**config.mk**
```make
export PLATFORM = sky130hd
export DESIGN_NAME = vga_timing_gen
export DESIGN_NICKNAME = d
export VERILOG_FILES = /design/src/rtl/vga_timing_gen.sv
export SDC_FILE = /design/constraint.sdc
export NUM_CORES = 1
export LEC_CHECK = 0
export ABC_AREA = 1
export BUFFER_PORTS_ARGS = -buffer_cell sky130_fd_sc_hd__buf_2
export CAP_MARGIN = 30
export CORE_ASPECT_RATIO = 0.75
export CORE_MARGIN = 1.5
export CORE_UTILIZATION = 50
export DETAILED_ROUTE_END_ITERATION = 6
export GPL_TIMING_DRIVEN = 0
export PLACE_DENSITY = 0.81
export SLEW_MARGIN = 20
export SYNTH_ARGS = -nofsm -noshare
export SYNTH_HDL_FRONTEND = slang
export SYNTH_SLANG_ARGS = --single-unit
```
**constraint.sdc**
```tcl
create_clock -name i_clk -period 3 [get_ports i_clk]
set_input_delay 0.3 -clock i_clk [delete_from_list [all_inputs] [get_ports i_clk]]
set_output_delay 0.3 -clock i_clk [all_outputs]
set_load 0.05 [all_outputs]
```
**src/rtl/vga_timing_gen.sv**
```systemverilog
// Raster timing generator: walks (x,y) over the full line/frame and decodes sync,
// data-enable and start pulses from the same registered position.
module vga_timing_gen #(
   parameter int   H_ACTIVE = 640,
   parameter int   H_FP     = 16,
   parameter int   H_SYNC   = 96,
   parameter int   H_BP     = 48,
   parameter int   V_ACTIVE = 480,
   parameter int   V_FP     = 10,
   parameter int   V_SYNC   = 2,
   parameter int   V_BP     = 33,
   parameter logic SYNC_POL = 1'b0
) (
   input  logic       i_clk,
   input  logic       i_rst_n,
   input  logic       i_en,
   output logic       o_hsync,
   output logic       o_vsync,
   output logic       o_de,
   output logic [9:0] o_x,
   output logic [9:0] o_y,
   output logic       o_line_start,
   output logic       o_frame_start
);

   localparam int H_TOTAL = H_ACTIVE + H_FP + H_SYNC + H_BP;
   localparam int V_TOTAL = V_ACTIVE + V_FP + V_SYNC + V_BP;

   localparam logic [9:0] H_LAST   = 10'(H_TOTAL - 1);
   localparam logic [9:0] V_LAST   = 10'(V_TOTAL - 1);
   localparam logic [9:0] H_ACT    = 10'(H_ACTIVE);
   localparam logic [9:0] V_ACT    = 10'(V_ACTIVE);
   localparam logic [9:0] HS_START = 10'(H_ACTIVE + H_FP);
   localparam logic [9:0] HS_END   = 10'(H_ACTIVE + H_FP + H_SYNC);
   localparam logic [9:0] VS_START = 10'(V_ACTIVE + V_FP);
   localparam logic [9:0] VS_END   = 10'(V_ACTIVE + V_FP + V_SYNC);

   typedef enum logic {IDLE, RUN} state_t;

   state_t     state_q, state_d;
   logic [9:0] x_d, y_d;
   logic       ls_d, fs_d, de_d, hs_d, vs_d, run_d;

   // Next position and its decode; outputs register together so they never skew.
   always_comb begin
      state_d = state_q;
      x_d     = o_x;
      y_d     = o_y;
      ls_d    = 1'b0;
      fs_d    = 1'b0;
      if (i_en) begin
         case (state_q)
            IDLE: begin
               state_d = RUN;
               x_d     = 10'd0;
               y_d     = 10'd0;
               ls_d    = 1'b1;
               fs_d    = 1'b1;
            end
            default: begin
               if (o_x == H_LAST) begin
                  x_d = 10'd0;
                  y_d = (o_y == V_LAST) ? 10'd0 : o_y + 10'd1;
               end else begin
                  x_d = o_x + 10'd1;
               end
               ls_d = (x_d == 10'd0);
               fs_d = (x_d == 10'd0) && (y_d == 10'd0);
            end
         endcase
      end
      run_d = (state_d == RUN);
      de_d  = run_d && (x_d < H_ACT) && (y_d < V_ACT);
      hs_d  = (run_d && (x_d >= HS_START) && (x_d < HS_END)) ? SYNC_POL : ~SYNC_POL;
      vs_d  = (run_d && (y_d >= VS_START) && (y_d < VS_END)) ? SYNC_POL : ~SYNC_POL;
   end

   always_ff @(posedge i_clk or negedge i_rst_n) begin
      if (!i_rst_n) begin
         state_q       <= IDLE;
         o_x           <= 10'd0;
         o_y           <= 10'd0;
         o_de          <= 1'b0;
         o_line_start  <= 1'b0;
         o_frame_start <= 1'b0;
         o_hsync       <= ~SYNC_POL;
         o_vsync       <= ~SYNC_POL;
      end else begin
         state_q       <= state_d;
         o_x           <= x_d;
         o_y           <= y_d;
         o_de          <= de_d;
         o_line_start  <= ls_d;
         o_frame_start <= fs_d;
         o_hsync       <= hs_d;
         o_vsync       <= vs_d;
      end
   end

endmodule
```
# After elaboration in Yosys (flattened, before gate mapping)
# Index checks and enable logic that the tools add are counted.
# classes
n_eq_ne	2
n_lt_le_gt_ge	6
n_mux	18
add_sub_neg	2
n_reduce_logical	9
# ops
op	count
2-to-1 mux 10 bit	11
adder 10 x 1 -> 10 bit, second input constant	2
== test 10 bit, second input constant	2
zero test 10 bit	2
< comparator 10 bit, second input constant	2
< comparator 10 x 9 -> 1 bit, second input constant	2
greater-or-equal comparator 10 bit, second input constant	1
greater-or-equal comparator 10 x 9 -> 1 bit, second input constant	1
logical AND 1 bit	7
2-to-1 mux 1 bit	7
# totals
inputBits	3
output_inout_bits	25
elab_cells	45
reg_bits	26

# Depth between registers and ports, before layout
# depth
depth_word	11
depth_mapped	14

# Worst setup path before layout
# No wires, ideal clock.
# synth_timing
path_kind	register -> register
from	register o_x[0]
to	register o_frame_start
stages_incl_launch_ff	13
path_slack_ns	0.905
required_ns	2.922
t_arrival_ns	2.017
setup_ns	0.078
synth_period_minus_slack_ns	2.095
path_buffers	1
cell_sequence	dfrtp_1 ha_1 nand2_2 nor2_8 nand3_4 buf_6 nand2_2 nand2_1 nor2_1 nand3_1 nor2_1 nand2_1 a21oi_1
# synth_between
elab_chain_cells	8
# synth_rtl
item	line	text
from (decl)	20	output logic [9:0] o_x,
from (signal assigned)	81	o_x <= 10'd0;
from (signal assigned)	90	o_x <= x_d;
adder 10 x 1 -> 10 bit or == test 10 bit (tied branches)	65, 61	
2-to-1 mux 10 bit	61	if (o_x == H_LAST) begin
2-to-1 mux 10 bit	52	case (state_q)
2-to-1 mux 10 bit	51	if (i_en) begin
zero test 10 bit	68	fs_d = (x_d == 10'd0) && (y_d == 10'd0);
logical AND 1 bit (*)	68	
2-to-1 mux 1 bit (*)	52	
2-to-1 mux 1 bit (*)	51	
net fs_d	42	logic ls_d, fs_d, de_d, hs_d, vs_d, run_d;
to (signal assigned)	94	o_frame_start <= fs_d;
to (decl)	23	output logic o_frame_start
# The timed path passes the listed nets; every way through them passes the cells marked *. The select of a mux whose other input is x is not followed.

# Worst setup path in the final report
# Same ends and word-level chain as after synthesis.

==> key figures <==
Global route
  – Largest net degree at the start of global routing: 27
  – Total gr overflow: 0
  – First-pass GRT wire length: a little over 7000 um
  – Initial antenna violation count: 0
  – Vias in the first global route: between 1,000 and 1,500
  – GRT Resource Usage Total: between 20% and 30%

Clock tree
  – TritonCTS clock tree: yes
  – Post-CTS Setup Inserts: 0
  – Hold_buf cts: 0
  – Post-cts repair resize count: 0
  – H-tree level count: 1
  – CTS max path bufs: 2
  – CTS buffer count: 3
  – Clock Sinks: 26
  – Clk Tree Root Cell: clkbuf_8
  – Clock Latency Late Sink: approximately 0.28 ns
  – Clock transition at path regs: ~0.10 ns

Synth
  – Seq/Total Area, Yosys: 38.5%
  – Post-synth ARST share: 100%
  – Share of the synthesized area in the top cell type: between 30% and 40%
  – Synth Register Bits: 26
  – Mean Syn Cell Area: about 6.7 sq um
  – Syn Nets: around 260
  – Synth Area in Adders: under 10%
  – Post-Synth XOR/XNOR Area: less than 1%
  – Post-synth EDFFs: 0
  – Synth Flop Type: dfrtp_1
  – Synth top area cells: dfrtp_1 35%, nand2_1 24%, inv_1 5.3%, nand3_1 4.7%, nor2_1 4.4%
  – Main combinational cell family by area after synthesis: simple AND/OR/NAND/NOR gates
  – Mux contribution to synthesized area: 0%
  – Synth cell types: 25
  – Largest area contributor in the synthesized netlist: dfrtp_1
  – Synthesized area: 1700 sq um
  – Simple-gate portion of the synthesized area: a little over two fifths
  – Syn Inst Count: ~250
  – Area fraction in compound gates after synthesis: 8.41%
  – Number of synthesis warnings: 0

Floorplanning
  – Die Span Y: approximately 53 um
  – Site Rows: 18
  – Ports: 28
  – Core area: approximately 3300 sq um
  – Chip width: ~70 um
  – Die ar.: 3750 sq um
  – Initial Utilization: a little over 50%

Placement
  – Port Buffer Count: 27
  – Worst Setup Slack post-DPL: between 0.8 and 0.9 ns
  – Post-DP HPWL: between 3000 and 4000 um
  – RePlAce Congestion: between 0.9 and 1

Routing
  – WL per Instance: between 10 and 15 um
  – Detailed Route Iter0 Violations: roughly 120
  – DRT Pass-1 Iters: 5
  – Final ANT Viol Nets: 0
  – DRC viols: 0
  – WL final: between 4000 and 5000 um
  – Vias per cell: roughly 5.4
  – Via count: between 1,500 and 2,000

Timing
  – Worst slew pin tran: 0.587 ns
  – Setup_tns: 0 ns
  – Final worst slack: between 0.8 and 0.9 ns
  – RSZ-0062 raised after global routing: false
  – Period minus WS final: 2.16 ns
  – Final Skew: a little over 0.006 ns
  – Fin. Hold Viols: 0
  – Max Slew Vio Count: 0
  – Fin crit share: 72.0%
  – Slew margin rel.: about three fifths
  – Fmax: ~460 MHz
  – # setup viols final: 0

Worst setup path
  – Cells on worst reg2reg path: 11
  – Critical path class: flip-flop to flip-flop
  – CP endpoint kind: flip-flop
  – Type of origin of the critical path: flip-flop
  – Critical R2R Launch: o_x[0]
  – R2r setup slk: roughly 0.84 ns
  – Critical path arrival: between 2 and 2.5 ns
  – Critical path peak fanout: 10
  – Worst Path Required: between 3 and 4 ns
  – Worst R2R End: o_frame_start

Power
  – Maximum VDD drop: 0.467 mV
  – P_leak: around 1.1 nW
  – PwrDens: 594 nW/um^2
  – Power, Total: between 1 and 1.5 mW

Finish
  – Layout cell share with drive strength beyond 1: between 10% and 20%
  – Multi-input logic area: 896 sq um
  – Ant diodes: 0
  – Commonest cells after routing, fill and taps aside: 107 x nand2_1, 27 x buf_2, 24 x inv_1, 24 x dfrtp_1, 20 x nor2_1
  – # fillers: 317
  – Final Util: between 50% and 60%
  – Synthesis-to-finish area growth: 14.2%
  – NumNets Final: 291
  – Storage element area: around 650 sq um
  – Commonest non-fill, non-tap cell in the layout: nand2_1

Min path
  – Worst min path class: input pin to async pin

Flow run
  – Max_cap viols: 0

Status
  – Outcome: finished, final reports clean
-- routing by layer --
metal	routed length (um)	global-route usage [%]
met5	0	0
met4	59	9.62
met3	287	3.81
met2	1890	37.1
met1	2130	36.9
-- per-stage QoR --
step / hold slack (ns) / cell area, sq um / cells
3_3_place_gp: 0.333 / 1880 / 320
5_1_grt: 0.0528 / 1940 / 324
2_1_floorplan: 0.00441 / 1700 / 253
3_5_place_dp: 0.337 / 1880 / 320
4_1_cts: 0.0304 / 1940 / 324
6_report: 0.0140 / 1940 / 324
-- sequential cells by signal, summed over array words and instances (netlist names) --
register,count
o_de,1
o_frame_start,1
o_hsync,1
o_line_start,1
o_vsync,1
o_x,10
o_y,10
state_q,1
-- Yosys cell counts, types with 2 or more instances --
master	n
nand2_1	107
dfrtp_1	24
inv_1	24
nor2_1	20
nand3_1	16
nand4_1	9
o22ai_1	9
inv_2	8
o21ai_0	6
o21ai_1	5
clkbuf_1	4
ha_1	3
a21oi_1	2
dfstp_2	2
nand2_2	2
nand3_2	2
nor3_1	2
-- layout make-up --
cell class | count | share of cell area, %
buffer | 5 | 1.36
clock buffer | 4 | 2.84
inverter | 32 | 6.21
multi-input combinational | 190 | 46.3
sequential | 26 | 33.7
tap | 40 | 2.59
timing repair buffer | 27 | 6.98
-- power by group --
| group | internal, mW | switching (mW) | total, mW |
|---|---|---|---|
| sequential | 0.397 | 0.0506 | 0.447 |
| combinational | 0.121 | 0.347 | 0.468 |
| clock | 0.118 | 0.117 | 0.235 |
| total | 0.635 | 0.515 | 1.15 |
-- critical path, stage by stage, from the launching register on --
cell and delay (ns):
dfrtp_1 0.45, ha_1 0.23, nand2_2 0.13, nor2_8 0.20, nand3_4 0.15, inv_2 0.20, nand2_1 0.08, nand2_1 0.11
nand2_1 0.07, nor3_1 0.24, nand2_1 0.08, a21oi_1 0.14
-- how the worst max path moves through the flow --
stage                     startpoint            end  slack, ns  depth (start not counted)
after CTS                     o_x[0]  o_frame_start       0.85                         11
final                         o_x[0]  o_frame_start       0.84                         11
after global placement        o_x[0]  o_frame_start       0.93                         11
after global routing          o_x[0]  o_frame_start       0.71                         11
after detailed placement      o_x[0]  o_frame_start       0.90                         11
after floorplan               o_x[0]  o_frame_start       0.91                         12
-- cell families after synthesis --
group,after synthesis
adders and majority gates,3
AOI/OAI and AO/OA,24
and+or+nand+nor,162
buffers and inverters,37
DFF,26
xor gates and xnor gates,1
Note: power is estimated with default switching activity, not from simulation.
